==> src/rtl/img_pattern_gen.sv <==
// rtl/img_pattern_gen.sv - selectable VGA test-pattern source: bars, checker, gradient, bouncing box
module img_pattern_gen #(
  parameter int H_ACTIVE   = 640,
  parameter int V_ACTIVE   = 480,
  parameter int RW         = 3,
  parameter int GW         = 3,
  parameter int BW         = 2,
  parameter int BAR_COUNT  = 8,
  parameter int CHECK_LOG2 = 5,
  parameter int GRAD_SHIFT = 6,
  parameter int BOX_SIZE   = 32,
  parameter int BOX_STEP   = 2
) (
  input  logic          CLK,
  input  logic          RST,
  input  logic          CE,
  input  logic [9:0]    PIX,
  input  logic [9:0]    LINE,
  input  logic [1:0]    MODE_IN,
  output logic [RW-1:0] R,
  output logic [GW-1:0] G,
  output logic [BW-1:0] B,
  output logic [7:0]    FRAME_CNT,
  output logic          FRAME_END
);
  localparam int BW_PIX = H_ACTIVE / BAR_COUNT;
  localparam logic [9:0]  H_LAST   = 10'(H_ACTIVE - 1);
  localparam logic [9:0]  V_LAST   = 10'(V_ACTIVE - 1);
  localparam logic [9:0]  BAR_LAST = 10'(BW_PIX - 1);
  localparam logic [10:0] H_LIM    = 11'(H_ACTIVE);
  localparam logic [10:0] V_LIM    = 11'(V_ACTIVE);
  localparam logic [10:0] BOX_SZ   = 11'(BOX_SIZE);
  localparam logic [10:0] STEP     = 11'(BOX_STEP);

  typedef enum logic [1:0] {
    MODE_BARS  = 2'd0,
    MODE_CHECK = 2'd1,
    MODE_GRAD  = 2'd2,
    MODE_BOX   = 2'd3
  } mode_e;

  mode_e          mode_q;
  logic [RW-1:0]  r_q, r_d;
  logic [GW-1:0]  g_q, g_d;
  logic [BW-1:0]  b_q, b_d;
  logic [7:0]     frame_cnt_q;
  logic           frame_end_q;
  logic [9:0]     bar_pos_q, bar_pos_d, pos_cur;
  logic [7:0]     bar_idx_q, bar_idx_d, idx_cur;
  logic [2:0]     bar_i;
  logic [9:0]     bx_q, by_q;
  logic           x_neg_q, y_neg_q;
  logic           active, fe_hit, chk, in_box;

  // One axis of the bounce: returns {negative_direction, new_position}.
  // Turning around steps back immediately, so the box never leaves the active area.
  function automatic logic [10:0] axis_next(input logic [9:0] pos, input logic neg,
                                            input logic [10:0] lim);
    logic [10:0] p;
    p = {1'b0, pos};
    if (!neg) begin
      if (p + BOX_SZ + STEP > lim) axis_next = {1'b1, 10'(p - STEP)};
      else                         axis_next = {1'b0, 10'(p + STEP)};
    end else begin
      if (p < STEP) axis_next = {1'b0, 10'(p + STEP)};
      else          axis_next = {1'b1, 10'(p - STEP)};
    end
  endfunction

  assign active = ({1'b0, PIX} < H_LIM) && ({1'b0, LINE} < V_LIM);
  assign fe_hit = (PIX == H_LAST) && (LINE == V_LAST);
  assign chk    = PIX[CHECK_LOG2] ^ LINE[CHECK_LOG2];
  assign in_box = ({1'b0, PIX} >= {1'b0, bx_q}) && ({1'b0, PIX} < ({1'b0, bx_q} + BOX_SZ)) &&
                  ({1'b0, LINE} >= {1'b0, by_q}) && ({1'b0, LINE} < ({1'b0, by_q} + BOX_SZ));

  // Bar position/index counters: cleared at the line start, index steps every BW_PIX pixels.
  always_comb begin
    pos_cur   = (PIX == '0) ? '0 : bar_pos_q;
    idx_cur   = (PIX == '0) ? '0 : bar_idx_q;
    bar_i     = idx_cur[2:0];
    bar_pos_d = pos_cur + 10'd1;
    bar_idx_d = idx_cur;
    if (pos_cur == BAR_LAST) begin
      bar_pos_d = '0;
      bar_idx_d = idx_cur + 8'd1;
    end
  end

  // Pixel colour for the active mode; blanking forces black.
  always_comb begin
    r_d = '0;
    g_d = '0;
    b_d = '0;
    if (active) begin
      case (mode_q)
        MODE_BARS: begin
          r_d = {RW{bar_i[2]}};
          g_d = {GW{bar_i[1]}};
          b_d = {BW{bar_i[0]}};
        end
        MODE_CHECK: begin
          r_d = {RW{chk}};
          g_d = {GW{chk}};
          b_d = {BW{chk}};
        end
        MODE_GRAD: begin
          r_d = RW'(PIX >> GRAD_SHIFT);
          g_d = GW'(LINE >> GRAD_SHIFT);
          b_d = frame_cnt_q[7 -: BW];
        end
        MODE_BOX: begin
          r_d = {RW{in_box}};
          g_d = {GW{in_box}};
          b_d = '1;
        end
        default: ;
      endcase
    end
  end

  // State register: everything advances only on CE; frame-end latches mode, counts and moves the box.
  always_ff @(posedge CLK) begin
    if (RST) begin
      mode_q      <= MODE_BARS;
      r_q         <= '0;
      g_q         <= '0;
      b_q         <= '0;
      frame_cnt_q <= '0;
      frame_end_q <= 1'b0;
      bar_pos_q   <= '0;
      bar_idx_q   <= '0;
      bx_q        <= '0;
      by_q        <= '0;
      x_neg_q     <= 1'b0;
      y_neg_q     <= 1'b0;
    end else if (CE) begin
      r_q         <= r_d;
      g_q         <= g_d;
      b_q         <= b_d;
      bar_pos_q   <= bar_pos_d;
      bar_idx_q   <= bar_idx_d;
      frame_end_q <= fe_hit;
      if (fe_hit) begin
        mode_q               <= mode_e'(MODE_IN);
        frame_cnt_q          <= frame_cnt_q + 8'd1;
        {x_neg_q, bx_q}      <= axis_next(bx_q, x_neg_q, H_LIM);
        {y_neg_q, by_q}      <= axis_next(by_q, y_neg_q, V_LIM);
      end
    end
  end

  assign R         = r_q;
  assign G         = g_q;
  assign B         = b_q;
  assign FRAME_CNT = frame_cnt_q;
  assign FRAME_END = frame_end_q;

endmodule

==> config.mk <==
export PLATFORM = sky130hd
export DESIGN_NAME = img_pattern_gen
export DESIGN_NICKNAME = d
export VERILOG_FILES = /design/src/rtl/img_pattern_gen.sv
export SDC_FILE = /design/constraint.sdc
export NUM_CORES = 1
export LEC_CHECK = 0
export CAP_MARGIN = 20
export CORE_ASPECT_RATIO = 0.9
export CORE_MARGIN = 5
export CORE_UTILIZATION = 58
export DETAILED_ROUTE_END_ITERATION = 8
export PLACE_DENSITY = 0.79
export SLEW_MARGIN = 20
export SYNTH_ARGS = -nofsm -noshare
export SYNTH_HDL_FRONTEND = slang
export SYNTH_SLANG_ARGS = --single-unit
==> constraint.sdc <==
create_clock -name CLK -period 3.4 [get_ports CLK]
set_input_delay 0.68 -clock CLK [delete_from_list [all_inputs] [get_ports CLK]]
set_output_delay 0.68 -clock CLK [all_outputs]
set_load 0.05 [all_outputs]
== Word-level counts from Yosys, hierarchy flattened ==
Cells that the tools add are included.
W data, S select, Z words.
Storage, ports and cells
  register bits: 59
  latch bits: 0
  RAM bits: 0
  ROM bits: 0
  input bits: 25
  output and inout port bits: 17
  word-level logic and storage cells: 64
  memories: 0
Operators by class
  add/sub/neg operators: 11
  $mul: 0
  div/mod/pow operators: 0
  $lt $le $gt $ge: 10
  eq/ne operators: 6
  shift-type cells: 0
  muxes and demuxes: 16
  bitwise gates (word level): 1
  reductions and logical operators: 8
Operators with widths (number)
  $mux W11: 6
  $pmux W3 S4: 2
  $add A10 B6 Y11 const B: 2
  $add A11 B2 Y11 const B: 2
  $lt A10 B11 Y1: 2
  $add A10 B2 Y10 const B: 2
  $ge A10 B10 Y1: 2
  $lt A10 B2 Y1 const B: 2
  $mux W10: 2
  $sub A10 B2 Y10 const B: 2
  $add A8 B1 Y8 const B: 2
  $mux W8: 2
  $gt A11 B10 Y1 const B: 1
  $gt A11 B9 Y1 const B: 1
  $add A10 B1 Y10 const B: 1
  $eq A10 B10 Y1 const B: 1
  $eq A10 B7 Y1 const B: 1
  $eq A10 B9 Y1 const B: 1
  $logic_not A10 Y1: 1
  $lt A10 B10 Y1 const B: 1
  $lt A10 B9 Y1 const B: 1
  $pmux W2 S4: 1
  $mux W3: 2
  $logic_and A1 B1 Y1: 5
  6 further kinds: 7

== Logic depth before layout (Yosys ltp) ==
Gate-level depths: netlist (run 1).
  depth in word-level cells: 7
  gate-level depth with buffers: 11
  mapped depth without buffers: 10

== Least setup slack after synthesis (run 1) ==
Ideal clock, no wire load.
  path kind: register to register
  start: reg bx_q[5]
  end: reg bx_q[8]
  library setup time: 0.074 ns
  arrival time: 2.667 ns
  required time: 3.326 ns
  slack: 0.659 ns
  stages on the path, launching flop included: 11
  buffers on the path: 0
  period minus slack after synthesis: 2.741 ns
  cell sequence: dfxtp_1 inv_1 ha_1 and3_1 a211o_1 and2_4 o31ai_4 nor2_2 o21a_4 or4_1 a31oi_1
On the way
  longest elaborated chain between the ends: 5
  elaborated cells between the ends (all ways): 9
  those cells by class: add/sub (4); order compare (2); mux (3)
Ends and longest elaborated chain
  start, declared: line 51  | logic [9:0] bx_q, by_q;
  start signal, assigned: line 146  | {x_neg_q, bx_q} <= axis_next(bx_q, x_neg_q, H_LIM);
  $add A10 B6 Y11: line 62  | if (p + BOX_SZ + STEP > lim) axis_next = {1'b1, 10'(p - STEP)};
  $add A11 B2 Y11: line 62
  $gt A11 B10 Y1: line 62
  $mux W11: line 62
  $mux W11 (*): line 61  | if (!neg) begin
Every way passes the cells marked *; elsewhere a longest branch is shown, timed or not.
A chain may end at the register's enable or synchronous reset.

== Worst setup path in the final report (run 1) ==
  start: reg by_q[5]
  end: reg by_q[8]
On the way
  longest elaborated chain between the ends: 5
  elaborated cells between the ends (all ways): 9
  those cells by class: add/sub (4); order compare (2); mux (3)
Ends and longest elaborated chain
  start, declared: line 51
  start signal, assigned: line 147  | {y_neg_q, by_q} <= axis_next(by_q, y_neg_q, V_LIM);
  $add A10 B6 Y11: line 62
  $add A11 B2 Y11: line 62
  $gt A11 B9 Y1: line 62
  $mux W11: line 62
  $mux W11 (*): line 61
Marks and branches as above.

==> flow_summary.json, run 1 <==
{
  "combPwrFrac_pct": 12.4,
  "routedWlPerCell_um": 16.7,
  "final-hold-violation-count": 0,
  "fin_crit_sh_pct": 88.1,
  "tritoncts": "built",
  "fin_skew_ns": 0.00982,
  "nNetsFinal": 654,
  "fp.coreArea_um2": 7080,
  "finalSetupViolations": 0,
  "synth_seq_cells": 52,
  "fin_area_um2": 4840,
  "power.total_uw": 1120,
  "cts_resized": 0,
  "top_level_ports": 42,
  "ant_nets": 0,
  "hold_depth": 2,
  "hp-start": "bar_pos_q[9]",
  "die_area_um2": 9060,
  "p_sw_uw": 298,
  "reg2reg_depth": 10,
  "ys_types": 60,
  "cp_data_arrival_time_ns": 3.20,
  "dp_hpwl_um": 8530,
  "postPlaceCellArea_um2": 4750,
  "die_x_um": 99.8,
  "power.density_nw_per_um2": 232,
  "mostFrequentLayoutCells": "nor2_1 (58), nand2_1 (55), dfxtp_1 (52)",
  "fp.dieH_um": 90.8,
  "path_max_fanout": 12,
  "cts_root_buf": "clkbuf_8",
  "tightest_slew_ns": 0.669,
  "wirelength_um": 11300,
  "final_common_cell": "nor2_1",
  "first_global_vias": 3932,
  "antenna_found_initial": 0,
  "vdd_drop_max_mv": 0.172,
  "p_int_uw": 823,
  "grt_overflow": 0,
  "fin_crit_ns": 3.00,
  "worstSetupPathType": "flip-flop to flip-flop",
  "io_buffers": 41,
  "maxCapViolations": 0,
  "post_cts_buffers": 0,
  "synth_flop_cell": "dfxtp_1",
  "r2r-end": "by_q[8]",
  "synthCells": 548,
  "drtIter0Drc": 374,
  "cts_max_level": 2,
  "nFillCells": 605,
  "cts_buffer_depth": 2,
  "synth_edf_count": 0,
  "swShare_pct": 26.6,
  "vias": 4275,
  "p_clk_share_pct": 32.7,
  "critPathRequiredTime_ns": 3.60,
  "initial_core_util_pct": 59.5,
  "fmax_mhz": 334,
  "r2r_start": "by_q[5]",
  "via_per_inst": 6.30,
  "yosys_warnings": 0,
  "synth.avg_cell_area_um2": 7.68,
  "cts_made_buffers": 5,
  "place_congestion": 0.937,
  "route.detailed.drc": 0,
  "hold_class": "flip-flop to flip-flop",
  "relSlewSlack_pct": 55.0,
  "crit_path_end_kind": "flip-flop",
  "sequentialPowerShare_pct": 54.9,
  "cts.sinks": 52,
  "drive_above_1_share_pct": 6.48,
  "grt_pass1_wl_um": 18900,
  "grt.total_usage_pct": 24.9,
  "syn-cell-area_um2": 4210,
  "power_leakage_uw": 0.00178,
  "grt_max_degree": 36,
  "drt-pass1-iter-count": 5,
  "clk_pin_slew_ns": 0.10,
  "clkLatencyLatePin_ns": 0.31,
  "slew_viol_final": 0,
  "syn_to_final_growth_pct": 15.0,
  "seq_area_frac_synth_pct": 24.7,
  "min_to": "bar_pos_q[9]",
  "async_flop_share_pct": 0,
  "r2r_slack_ns": 0.40,
  "cp-start-kind": "flip-flop",
  "setup-tns-final_ns": 0,
  "outcome": "finished clean",
  "diodes": 0,
  "rsz0062_at_grt": "false",
  "hold_buffers": 0,
  "rows": 29,
  "syn-num-nets": 617
}
## cell type report
class                      instances  area (µm²)  area share [%]
clock buffer                       6        72.6            1.50
multi-input combinational        440        2940            60.8
sequential                        52        1040            21.5
timing repair buffer              58         546            11.3
clock inverter                     2        16.3           0.336
tap                               93         116            2.40
inverter                          28         105            2.17
## worst max-delay path, cell delays in order, from the launching register on
cell and delay (ns):
dfxtp_1 0.58, inv_1 0.23, ha_1 0.33, inv_1 0.06, nor3_1 0.24, a2111o_1 0.17
a21oi_1 0.11, a21oi_2 0.52, nor2_1 0.11, a31oi_1 0.19, mux2_2 0.36
## state kept, by name, summed over array words and instances (netlist names)
name and count:
FRAME_CNT 8, B 2, bar_idx_q 3, x_neg_q 1
bx_q 9, y_neg_q 1, G 3, mode_q 2
FRAME_END 1, by_q 9, bar_pos_q 10, R 3
## logic make-up after synthesis
| kind of cell | after synthesis | share of synthesized area (%) |
|---|---|---|
| buffers and inverters | 56 | 5.35 |
| DFF | 52 | 24.7 |
| muxes | 11 | 2.68 |
| xor gates and xnor gates | 22 | 4.76 |
| and+or+nand+nor | 231 | 27.5 |
| adders and majority gates | 44 | 13.1 |
| AOI/OAI and AO/OA | 132 | 21.9 |
## metrics by stage
step / util (%) / std cells / hold WS [ns] / worst slack (ns)
floorplan: - / 548 / 0.440 / 0.659
global placement: 67.1 / 671 / 0.455 / 0.268
detailed placement: 67.1 / 671 / 0.462 / 0.211
CTS: 68.4 / 679 / 0.476 / 0.453
global route: 68.4 / 679 / 0.491 / 0.193
finish: 68.4 / 679 / 0.477 / 0.403
## per-layer routing
layer  global-route usage, %  vias up  wire length [µm]
li1                        -     2098                 -
met1                    34.2     2011              5060
met2                    41.3      156              5380
met3                    3.63       10               779
met4                    4.89        0               103
met5                       0        -                 0
## synthesized netlist by cell type (6+ instances only)
cell type / n / area, µm²
nor2_1: 58 / 218
nand2_1: 55 / 206
dfxtp_1: 52 / 1040
ha_1: 44 / 551
a21oi_1: 33 / 165
inv_1: 27 / 101
nand3_1: 27 / 135
o21ai_0: 26 / 130
clkbuf_1: 18 / 67.6
nand4_1: 18 / 113
xnor2_1: 15 / 131
a221oi_1: 13 / 114
nor3_1: 12 / 60.1
and3_1: 10 / 62.6
mux2i_1: 9 / 90.1
nor4_1: 9 / 56.3
a31oi_1: 6 / 37.5
buf_2: 6 / 30.0
nor2b_1: 6 / 37.5
or3_1: 6 / 37.5
xor2_1: 6 / 52.6
## how the worst max path moves through the flow
stage | cells past startpoint | slack (ns) | from | to
floorplan | 10 | 0.66 | bx_q[5] | bx_q[8]
global placement | 10 | 0.27 | LINE[5] | G[0]
detailed placement | 7 | 0.21 | LINE[9] | by_q[8]
CTS | 10 | 0.45 | by_q[5] | by_q[8]
global route | 10 | 0.19 | by_q[5] | by_q[8]
finish | 10 | 0.40 | by_q[5] | by_q[8]
## power groups by stage
stage | combinational (µW) | sequential [µW] | clock (µW)
finish | 139 | 616 | 367
CTS | 137 | 616 | 369
global placement | 131 | 630 | 0
detailed placement | 136 | 630 | 0
floorplan | 72.5 | 627 | 0
global route | 154 | 616 | 393
Power figures use the tool's default switching activity.
==> run 2, diff against run 1 <==
- GPL_ROUTABILITY_DRIVEN: not set -> 0
- TNS_END_PERCENT: not set -> 5
==> run 2 against run 1 <==
Net effect:
- final cell count rose by 0.15%
- global-route usage fell by 0.37 points
- sequential power barely moved
- register-to-register slack improved by 0.03 ns
- clock skew rose by 0.0010 ns
- power rose by 12%
- critical path depth fell by 3
==> flow_summary.json, run 2 (synthesis results as in run 1) <==
{
  "tritoncts": "built",
  "diodes": 0,
  "cts_buffer_depth": 2,
  "critPathRequiredTime_ns": 3.60,
  "clkLatencyLatePin_ns": 0.32,
  "die_area_um2": 9060,
  "setup-tns-final_ns": 0,
  "maxCapViolations": 0,
  "relSlewSlack_pct": 55.6,
  "die_x_um": 99.8,
  "slowest_delay_ns": 0.63,
  "path_max_fanout": 6,
  "cp_data_arrival_time_ns": 3.23,
  "io_buffers": 41,
  "rows": 29,
  "syn_to_final_growth_pct": 16.3,
  "cts.sinks": 52,
  "hold_class": "flip-flop to flip-flop",
  "grt_max_degree": 36,
  "final-hold-violation-count": 0,
  "slew_viol_final": 0,
  "route.detailed.drc": 0,
  "initial_core_util_pct": 59.5,
  "cts_resized": 0,
  "power_leakage_uw": 0.00182,
  "fin_crit_ns": 3.03,
  "dp_hpwl_um": 8550,
  "cp_slowest_cell": "a2111oi_1",
  "fin_area_um2": 4890,
  "finalSetupViolations": 0,
  "cp_cell_sequence": "clkdlybuf4s50_1 > nand4b_1 > nor4_1 > nand3_1 > a2111oi_1 > a31oi_1 > mux2_2",
  "worstSetupPathType": "input port to flip-flop",
  "largest_register": "bar_pos_q",
  "fp.coreArea_um2": 7080,
  "grt.total_usage_pct": 24.5,
  "tightest_slew_ns": 0.663,
  "cp-start-kind": "input port",
  "post_cts_buffers": 0,
  "grt_overflow": 0,
  "top_level_ports": 42,
  "via_per_inst": 6.24,
  "routedWlPerCell_um": 16.7,
  "drt-pass1-iter-count": 5,
  "cts_root_buf": "clkbuf_8",
  "fin_crit_sh_pct": 89.0,
  "drtIter0Drc": 354,
  "ant_nets": 0,
  "nFillCells": 614,
  "postPlaceCellArea_um2": 4760,
  "first_global_vias": 3840,
  "nNetsFinal": 656,
  "hold_buffers": 0,
  "outcome": "finished clean",
  "final_common_cell": "nor2_1",
  "clk_pin_slew_ns": 0.09,
  "antenna_found_initial": 0,
  "power.density_nw_per_um2": 257,
  "wirelength_um": 11300,
  "hold_slack_ns": 0.473,
  "critPathBufInv": 1,
  "crit_path_end_kind": "flip-flop",
  "vias": 4245,
  "drive_above_1_share_pct": 6.81,
  "fmax_mhz": 331,
  "cts_max_level": 2,
  "fp.dieH_um": 90.8,
  "reg_top3": "bar_pos_q (10), bx_q (9), by_q (9)",
  "grt_pass1_wl_um": 18600,
  "cts_made_buffers": 5,
  "fin_skew_ns": 0.0109,
  "rsz0062_at_grt": "false",
  "critPathTopFamily": "simple AND/OR/NAND/NOR gates",
  "mostFrequentLayoutCells": "nor2_1 (58), nand2_1 (55), dfxtp_1 (52)",
  "vdd_drop_max_mv": 0.189,
  "largest_reg_flops": 10
}
## run 2: routing by layer
layer | vias up | part of all wire (%) | track usage (%)
li1 | 2095 | - | -
met1 | 1985 | 44 | 34.0
met2 | 153 | 48 | 39.8
met3 | 12 | 7.0 | 4.09
met4 | 0 | 0.96 | 5.23
met5 | - | 0 | 0
## run 2: final cells by class
class	instances	area (µm²)	area share (%)
flip-flops and latches	52	1040	21.3
clock buffers	5	68.8	1.41
clock inverters	2	60.1	1.23
multi-input cells	440	2940	60.1
inverters	28	105	2.15
well taps	93	116	2.38
repair buffers	60	561	11.5
## run 2: path summary, 6_finish.rpt
| check | startpoint | cells after the start | slack [ns] | to |
|---|---|---|---|---|
| max | LINE[5] | 7 | 0.37 | by_q[8] |
| min reg2reg | FRAME_END | 2 | 0.47 | FRAME_END |
| min | FRAME_END | 2 | 0.47 | FRAME_END |
| max reg2reg | by_q[5] | 9 | 0.43 | G[2] |
## run 2: worst reg2reg max path, stage by stage (launching register included)
cell and delay (ns):
dfxtp_1 0.58, ha_1 0.35, nand3_1 0.12, xnor2_1 0.32
ha_1 0.31, a21oi_1 0.15, o211ai_1 0.09, a221oi_1 0.23
o211ai_1 0.33, a221oi_1 0.39
## run 2: metrics by stage
stage / total power (µW) / setup slack, ns / util (%) / std cells
finish: 1260 / 0.374 / 69.2 / 680
global route: 1300 / 0.134 / 69.2 / 680
CTS: 1270 / 0.426 / 69.2 / 680
detailed placement: 767 / 0.120 / 67.3 / 673
global placement: 762 / 0.263 / 67.3 / 673
floorplan: 699 / 0.659 / - / 548
## run 2: power by group
part | switching (µW) | leakage (µW) | internal (µW)
Clock | 213 | 0.0000642 | 290
Sequential | 3.96 | 0.000419 | 611
Combinational | 75.9 | 0.00133 | 65.7
Total | 293 | 0.00182 | 967
==> run 3, diff against run 2 <==
- CTS_CLUSTER_DIAMETER: not set -> 150
- SKIP_CTS_REPAIR_TIMING: not set -> 1
- SLEW_MARGIN: 20 -> not set
==> results of run 3 <==
The final DEF is identical to that of run 2; final timing and power are the same.
